`src/rtl/cp0_unit.sv`:
```
// cp0_unit: MIPS coprocessor 0 holding SR, Cause, EPC and PRId and raising the flush request Req.
`timescale 1ns/1ps
module cp0_unit #(
   parameter logic [31:0] PRID     = 32'h2023_0007,
   parameter logic [4:0]  INT_CODE = 5'd0
) (
   input  logic        clk,
   input  logic        reset,
   input  logic        en,
   input  logic [4:0]  CP0Add,
   input  logic [31:0] CP0In,
   output logic [31:0] CP0Out,
   input  logic [31:0] VPC,
   input  logic        BDIn,
   input  logic        Exc_in,
   input  logic [4:0]  ExcCode_in,
   input  logic [5:0]  HWInt,
   input  logic        EXLClr,
   output logic [31:0] EPCOut,
   output logic        Req
);
   logic [5:0]  im, ip;
   logic        exl, ie, bd;
   logic [4:0]  exc_code;
   logic [31:0] epc, sr, cause, vpc_al;
   logic        int_req, exc_req;
   assign sr      = {16'b0, im, 8'b0, exl, ie};
   assign cause   = {bd, 15'b0, ip, 3'b0, exc_code, 2'b0};
   assign int_req = |(HWInt & im) & ie & ~exl;
   assign exc_req = Exc_in & ~exl;
   assign Req     = int_req | exc_req;
   assign vpc_al  = {VPC[31:2], 2'b0};
   assign EPCOut  = epc;
   always_comb
      CP0Out = CP0Add == 5'd12 ? sr :
               CP0Add == 5'd13 ? cause :
               CP0Add == 5'd14 ? epc :
               CP0Add == 5'd15 ? PRID : 32'b0;
   // Req wins over eret and mtc0; within the non-Req path eret overrides an SR write to EXL.
   always_ff @(posedge clk) begin
      if (!reset) begin
         im       <= '0;
         exl      <= 1'b0;
         ie       <= 1'b0;
         bd       <= 1'b0;
         ip       <= '0;
         exc_code <= '0;
         epc      <= '0;
      end else begin
         ip <= HWInt;
         if (Req) begin
            exl      <= 1'b1;
            bd       <= BDIn;
            exc_code <= int_req ? INT_CODE : ExcCode_in;
            epc      <= BDIn ? vpc_al - 32'd4 : vpc_al;
         end else begin
            if (en && CP0Add == 5'd12) begin
               im  <= CP0In[15:10];
               exl <= CP0In[1];
               ie  <= CP0In[0];
            end
            if (en && CP0Add == 5'd14) epc <= {CP0In[31:2], 2'b0};
            if (EXLClr) exl <= 1'b0;
         end
      end
   end
endmodule

```
`config.mk`:
```
export PLATFORM = sky130hd
export DESIGN_NAME = cp0_unit
export DESIGN_NICKNAME = d
export VERILOG_FILES = /design/src/rtl/cp0_unit.sv
export SDC_FILE = /design/constraint.sdc
export NUM_CORES = 1
export LEC_CHECK = 0
export ABC_AREA = 1
export BUFFER_PORTS_ARGS = -buffer_cell sky130_fd_sc_hd__clkbuf_2
export CAP_MARGIN = 20
export CORE_ASPECT_RATIO = 0.8
export CORE_MARGIN = 3
export CORE_UTILIZATION = 53
export CTS_BUF_LIST = sky130_fd_sc_hd__clkbuf_4 sky130_fd_sc_hd__clkbuf_8
export DETAILED_ROUTE_END_ITERATION = 16
export GPL_ROUTABILITY_DRIVEN = 0
export GPL_TIMING_DRIVEN = 0
export PLACE_DENSITY = 0.95
export SETUP_SLACK_MARGIN = 0.5
export SLEW_MARGIN = 10
export SYNTH_ARGS = -nofsm -noshare
export SYNTH_HDL_FRONTEND = slang
export SYNTH_SLANG_ARGS = --single-unit
```
`constraint.sdc`:
```
create_clock -name clk -period 4.4 [get_ports clk]
set_input_delay 0.88 -clock clk [delete_from_list [all_inputs] [get_ports clk]]
set_output_delay 0.88 -clock clk [all_outputs]
set_load 0.02 [all_outputs]
```
==> impl_results.md, run 1 <==
- Status: completed
- Register bit count reported by yosys: 50
- Post-CTS setup buffer count: 0
- Share of the synthesized area in the top cell type: 28.7%
- Sequential Area: 1000 um2
- CTS root buf: clkbuf_8
- Routed vias/inst: 5.72
- Finished Cell Area: 4430 um2
- Cell count after synthesis: 574
- Max Cap Violations: 0
- Clock Tree Buf Depth: 2
- Sink Count: 50
- Grt ovf: 0
- Hold WC Path Type: flip-flop to flip-flop
- Initial drt markers: 676
- Ys async rst share: 0%
- CP max stage cell: clkbuf_1
- Worst EP required: 3.52 ns
- Yosys top cell by area: dfxtp_1
- CP max stage delay: 0.49 ns
- Total track usage: 32.0%
- Crit path max-delay family: buffers and inverters
- EDFF count, synth: 0
- Arrival time worst endpoint: 2.48 ns
- Worst R2R Start: im[3]
- Synthesis Warnings: 0
- Mean Syn Cell Area: 6.07 um2
- CP Max Fanout: 10
- Antenna-violating nets left: 0
- Distinct cells, synth: 38
- Final setup margin: 1.04 ns
- Worst Reg-to-Reg Cells: 10
- Count of final setup violators: 0
- I/O Buffers: 146
- CTS HTree Levels: 2
- Die Y: 78.5 um
- Startpoint Class: input pin
- Worst Tran Pin Value: 0.575 ns
- Starting density of the core: 56.8%
- Global-route wire length before repair: 20000 um
- Capturing point of the worst reg2reg path: EPCOut[29]
- # diodes: 0
- Layout cells sized above 1: 25.8%
- Multi-input logic area: 2040 um2
- CORE AREA: 6130 um2
- DR pass1 iterations: 8
- R2r setup slk: 2.55 ns
- Slew margin rel.: 61.6%
- Critical Path End: CP0Out[15]
- Critical path type: input pin to output pin
- Final Power: 1.10 mW
- CP Cell Sequence: clkbuf_2 > nand2_1 > inv_1 > nand3_1 > nor2_1 > clkbuf_1 > nand2_1 > o211ai_1 > clkbuf_2
- CTS clk-pin slew, worst paths: 0.09 ns
- Num rows: 25
- CTS buffer count: 5
- Fmax: 0.298 GHz
- Final WL: 12700 um
- Worst vdd ir: 0.000201 V
- Die X: 96.7 um
- Hold_buf cts: 0
- RSZ-0062 raised after global routing: false
- Net count, final: 815
- Top area cells in the synthesized netlist: dfxtp_1 29%, nand2_1 18%, inv_1 8.7%
- Clk_skew: 0.00890 ns
- Antenna violations before repair: 0
- Placed Area: 4320 um2
- Mapped Area: 3480 um2
- Largest net degree at the start of global routing: 16
- Fill count: 509
- DR vias: 4630
- DRC violation count after routing: 0
- Fin crit share: 76.3%
- WHS: 0.484 ns
- CP Capture Type: output pin
- Vias in the first global route: 4352
- Full die area: 7590 um2
- Sequential fraction of the synthesis area: 28.7%
- Place WS: 1.11 ns
- Fin. Hold Viols: 0
- DP HPWL: 10100 um
- DR WL/cell: 15.6 um
- CTS tree: built
- Clk_lat worst skew: 0.31 ns
- Final min period: 3.36 ns
- Setup TNS: 0 ns
- Area growth syn-to-layout: 27.0%
- Final Max Slew Viols: 0
- Post-cts resize count: 0
- Leakage power: 2.30 nW
- Top_reg_cell synth: dfxtp_1
- CP Launch Point: CP0Add[3]
- CP bufs+invs: 4
- Critical path depth: 9
- Pwr Density: 249 nW/um2
- I/O pins: 151
## sequential cells by signal, indices dropped and copies added (netlist names)
name / count
im: 6
exc_code: 5
bd: 1
exl: 1
ip: 6
ie: 1
EPCOut: 30
## cell usage after synthesis (4+ instances only)
| cell | number |
|---|---|
| inv_2 | 4 |
| nor2_2 | 4 |
| dfxtp_1 | 50 |
| o211a_1 | 4 |
| nand3_1 | 39 |
| nand2_1 | 167 |
| o21ai_0 | 17 |
| nor2_1 | 72 |
| a31oi_1 | 4 |
| nand4_1 | 9 |
| buf_2 | 6 |
| o211ai_1 | 11 |
| nor2_4 | 4 |
| inv_1 | 81 |
| xor2_1 | 12 |
| a21oi_1 | 38 |
| o21ai_1 | 11 |
| clkbuf_1 | 7 |
| buf_4 | 4 |
## per-stage QoR
stage,std cells,util (%)
after floorplan,575,-
after global placement,802,70.5
after detailed placement,802,70.5
after CTS,810,72.2
after global routing,810,72.2
final,810,72.2
## where the power goes
| group | internal, mW | switching (mW) | total [mW] | leakage (nW) |
|---|---|---|---|---|
| clock network | 0.144 | 0.160 | 0.304 | 0.0544 |
| registers | 0.484 | 0.0241 | 0.508 | 0.413 |
| logic | 0.100 | 0.189 | 0.289 | 1.83 |
| total | 0.729 | 0.373 | 1.10 | 2.30 |
## placed cells by master, fill, tap and decap left out, types with 6 or more instances in the layout
master,instances
o211ai_1,11
clkbuf_2,146
o21ai_1,11
dfxtp_1,50
inv_1,81
nand4_1,9
nand2_1,167
buf_2,6
o21ai_0,17
nor2_1,72
clkbuf_1,7
a21oi_1,38
xor2_1,12
clkbuf_8,7
nand3_1,39
## final cells by class
| class | count | share of cell area [%] |
|---|---|---|
| Multi-Input combinational cell | 419 | 46.2 |
| Sequential cell | 50 | 22.6 |
| Timing Repair Buffer | 146 | 16.5 |
| Inverter | 85 | 7.21 |
| Buffer | 21 | 2.80 |
| Tap cell | 81 | 2.29 |
| Clock buffer | 7 | 2.18 |
| Clock inverter | 1 | 0.198 |
## layer usage
| metal | global-route usage, % | up-vias | share of wire [%] | wire [um] |
|---|---|---|---|---|
| met2 | 53.0 | 407 | 45 | 5640 |
| met1 | 39.9 | 2029 | 37 | 4740 |
| met5 | 0 | - | 0 | 0 |
| li1 | - | 2138 | - | - |
| met4 | 13.2 | 0 | 3.6 | 454 |
| met3 | 7.99 | 56 | 14 | 1820 |
## how the worst min path moves through the flow
stage                     start           to  slack, ns  cells after the start
floorplan           exc_code[3]  exc_code[3]       0.44                      2
global placement    exc_code[1]  exc_code[1]       0.45                      2
detailed placement  exc_code[1]  exc_code[1]       0.46                      2
CTS                       im[2]        im[2]       0.48                      2
global route         EPCOut[27]   EPCOut[27]       0.50                      2
finish                    im[2]        im[2]       0.48                      2
## logic make-up after synthesis
family	synth area share, %
AO/OA/AOI/OAI	15.5
XOR/XNOR	3.52
adder cells (fa/ha/maj)	0.359
buffers and inverters	12.7
flip-flops	28.7
multiplexers	0.287
other	0.108
AND/OR/NAND/NOR	38.8
## worst reg2reg max path: stages (launching register included)
cell	delay [ns]
dfxtp_1	0.33
nand2_1	0.05
nand2_1	0.05
a21oi_1	0.15
nand2_1	0.12
nand3_2	0.12
nand2_2	0.20
nor2_4	0.30
buf_4	0.25
nand2_1	0.06
a21oi_1	0.15
Power figures use the tool's default switching activity.
==> run 2, diff against run 1 <==
- ABC_AREA: 1 -> 0
- CORE_UTILIZATION: 53 -> 49
- clock period: 4.4 -> 3.2 ns (I/O delays scaled with it)
==> run 2 against run 1 <==
Critical path depth decreased by 1. First-iteration DRC count fell by 77%. Clock skew grew 0.0034 ns. Final area down 5.2%. Register-to-register slack worse by 1.3 ns. Synthesized cell count fell by 36%. Critical path type unchanged.
==> impl_results.md, run 2 <==
- Hold Crit Start: exc_code[2] (was im[2])
- Inst Count DP: 596 (was 802)
- DR vias: 3361 (was 4630)
- Initial drt markers: 156 (was 676)
- Min-Delay Endpoint: exc_code[2] (was im[2])
- # diodes: 0 (unchanged)
- Antenna violations before repair: 0 (unchanged)
- DRC violation count after routing: 0 (unchanged)
- I/O pins: 151 (unchanged)
- Mean Syn Cell Area: 8.73 um2 (was 6.07 um2)
- Area growth syn-to-layout: 29.9% (was 27.0%)
- Layout cells sized above 1: 35.8% (was 25.8%)
- Starting density of the core: 52.7% (was 56.8%)
- Place WS: 0.0184 ns (was 1.11 ns)
- Num rows: 25 (unchanged)
- Final min period: 2.61 ns
- Cell count after synthesis: 370 (was 574)
- Register bit count reported by yosys: 50 (unchanged)
- Routed vias/inst: 5.56 (was 5.72)
- Sink Count: 50 (unchanged)
- I/O Buffers: 144 (was 146)
- EDFF count, synth: 0 (unchanged)
- Largest net degree at the start of global routing: 17 (was 16)
- Global-route wire length before repair: 16200 um (was 20000 um)
- Final Power: 1.49 mW (was 1.10 mW)
- Pwr Density: 355 nW/um2 (was 249 nW/um2)
- P_int: 1.04 mW (was 729 uW)
- Clk_skew: 0.0123 ns (was 0.00890 ns)
- CP Capture Type: output pin (unchanged)
- Final setup margin: 0.593 ns (was 1.04 ns)
- Mapped Area: 3230 um2 (was 3480 um2)
- Clk_lat worst skew: 0.31 ns (about the same)
- Multi-input logic area: 2080 um2 (was 2040 um2)
- Most common cell after layout, fill and taps aside: clkbuf_2 (was nand2_1)
- Startpoint Class: input pin (unchanged)
- DR pass1 iterations: 5 (was 8)
- Most common cell in the netlist: dfxtp_1 (was nand2_1)
- Worst vdd ir: 0.000241 V (was 0.000201 V)
- Net count, final: 609 (was 815)
- Grt ovf: 0 (unchanged)
- Share of the synthesized area in the top cell type: 31.0% (was 28.7%)
- CTS HTree Levels: 2 (unchanged)
- Capturing point of the worst reg2reg path: ie (was EPCOut[29])
- Leakage power: 2.20 nW (was 2.30 nW)
- DR WL/cell: 16.6 um (was 15.6 um)
- CP Max Fanout: 10 (unchanged)
- Clock Tree Buf Depth: 2 (unchanged)
- CTS tree: built (unchanged)
- Worst EP required: 2.56 ns (was 3.52 ns)
- Top cells by count, synth: 50 x dfxtp_1, 44 x mux2i_1, 38 x nand2_1 (was 167 x nand2_1, 81 x inv_1, 72 x nor2_1)
- Ys async rst share: 0% (unchanged)
- Max Cap Violations: 0 (unchanged)
- Switching Share: 30.3% (was 33.8%)
- Synthesis Warnings: 0 (unchanged)
- Top area cells in the synthesized netlist: dfxtp_1 31%, mux2i_1 14%, o211a_1 8.7% (was dfxtp_1 29%, nand2_1 18%, inv_1 8.7%)
- Die X: 96.8 um (was 96.7 um)
- Fin. Hold Viols: 0 (unchanged)
- Worst Reg-to-Reg Cells: 7 (was 10)
- Setup TNS: 0 ns (unchanged)
- Switch Pwr: 452 uW (was 373 uW)
- Finished Cell Area: 4200 um2 (was 4430 um2)
- WHS: 0.544 ns (was 0.484 ns)
- Arrival time worst endpoint: 1.97 ns (was 2.48 ns)
- Count of final setup violators: 0 (unchanged)
- DP HPWL: 7980 um (was 10100 um)
- Clock share of power: 30.9% (was 27.6%)
- Seq pwr share: 46.3% (was 46.1%)
- CORE AREA: 6130 um2 (unchanged)
- Die Y: 78.6 um (was 78.5 um)
- Logic pwr share: 22.8% (was 26.3%)
- Worst Tran Pin Value: 0.640 ns (was 0.575 ns)
- Full die area: 7610 um2 (was 7590 um2)
- Placed Area: 4060 um2 (was 4320 um2)
- R2r setup slk: 1.25 ns (was 2.55 ns)
- Fill count: 532 (was 509)
- Sequential fraction of the synthesis area: 31.0% (was 28.7%)
- Hold path cells: 2 (unchanged)
- Final non-filler cell total: 604 (was 810)
- Final WL: 10100 um (was 12700 um)
- Top_reg_cell synth: dfxtp_1 (unchanged)
- Fmax: 0.384 GHz
- Status: completed (unchanged)
- CTS clk-pin slew, worst paths: 0.09 ns (about the same)
- Distinct cells, synth: 48 (was 38)
- Vias in the first global route: 3339 (was 4352)
- Final Max Slew Viols: 0 (unchanged)
- Hold WC Path Type: flip-flop to flip-flop (unchanged)
- Critical path type: input pin to output pin (unchanged)
- Fin crit share: 81.5%
- Worst R2R Start: im[0] (was im[3])
- Commonest cells after routing, fill and taps aside: 150 x clkbuf_2, 50 x dfxtp_1, 44 x mux2i_1, 38 x nand2_1, 34 x nor2_1 (was 167 x nand2_1, 146 x clkbuf_2, 81 x inv_1, 72 x nor2_1, 50 x dfxtp_1)
- Sequential Area: 1000 um2 (unchanged)
- RSZ-0062 raised after global routing: true (was false)
- Yosys top cell by area: dfxtp_1 (unchanged)
- Antenna-violating nets left: 0 (unchanged)
- Slew margin rel.: 56.9% (was 61.6%)
- Total track usage: 25.9% (was 32.0%)
- Final core utilization: 68.4% (was 72.2%)
- Max reg flops: 30 (unchanged)
- CTS root buf: clkbuf_8 (unchanged)
- CTS buffer count: 5 (unchanged)
## run 2: cell types whose count changed in the layout (fill, tap and decap cells not counted), sizes merged, moves of 11 or more
cell    previous run  this run
nand2            170        38
inv               85         5
nor2              81        34
mux2i              1        44
nand3             42         1
a21oi             38        12
o21ai             28         2
o211a              4        28
nor2b              0        18
and3               1        15
a22oi              0        13
o211ai            11         0
## run 2: area by class of cell
class | instances | share of cell area, %
Buffer | 32 | 3.94
Clock buffer | 5 | 1.64
Clock inverter | 3 | 1.07
Inverter | 5 | 0.447
Multi-Input combinational cell | 284 | 49.5
Sequential cell | 50 | 23.9
Tap cell | 81 | 2.42
Timing Repair Buffer | 144 | 17.2
## run 2: worst max-delay path by stage
stage	startpoint	endpoint	depth (start not counted)
final	HWInt[0]	Req	8
after global routing	HWInt[3]	Req	8
after global placement	HWInt[3]	Req	8
after floorplan	HWInt[3]	Req	6
after detailed placement	HWInt[3]	Req	8
after CTS	HWInt[1]	Req	8
## run 2: critical path, cell delays in order
cell and delay, ns:
clkbuf_2 0.09, a22oi_1 0.25, a41o_1 0.21, clkbuf_2 0.16, clkbuf_4 0.22, buf_4 0.19, inv_1 0.05, clkbuf_2 0.15
## run 2: what timing repair did
item	4_1_cts	5_1_grt
hold buffers	0	0
setup endpoints to repair	11	23
buffers inserted	0	0
resized for setup	6	11
## run 2: power by group through the flow
stage               registers, mW  logic, mW  clock network (mW)
global placement            0.702      0.325                   0
CTS                         0.690      0.338               0.464
detailed placement          0.705      0.334                   0
finish                      0.691      0.340               0.461
global route                0.696      0.372               0.492
floorplan                   0.732      0.162                   0
## run 2: logic make-up after synthesis
family                   after synthesis  share of synthesized area, %
AND/OR/NAND/NOR                      148                          26.6
flip-flops                            50                          31.0
AO/OA/AOI/OAI                         61                          15.4
multiplexers                          45                          14.0
other                                  1                         0.116
adder cells (fa/ha/maj)                1                         0.387
XOR/XNOR                              27                          7.32
buffers and inverters                 37                          5.15
## run 2: per-layer routing
metal | track usage, % | vias to the layer above | share of wire, % | wire, um
met4 | 4.91 | 0 | 1.1 | 111
met2 | 45.0 | 144 | 48 | 4790
met1 | 33.6 | 1588 | 44 | 4400
li1 | - | 1613 | - | -
met3 | 5.24 | 16 | 7.5 | 757
met5 | 0 | - | 0 | 0
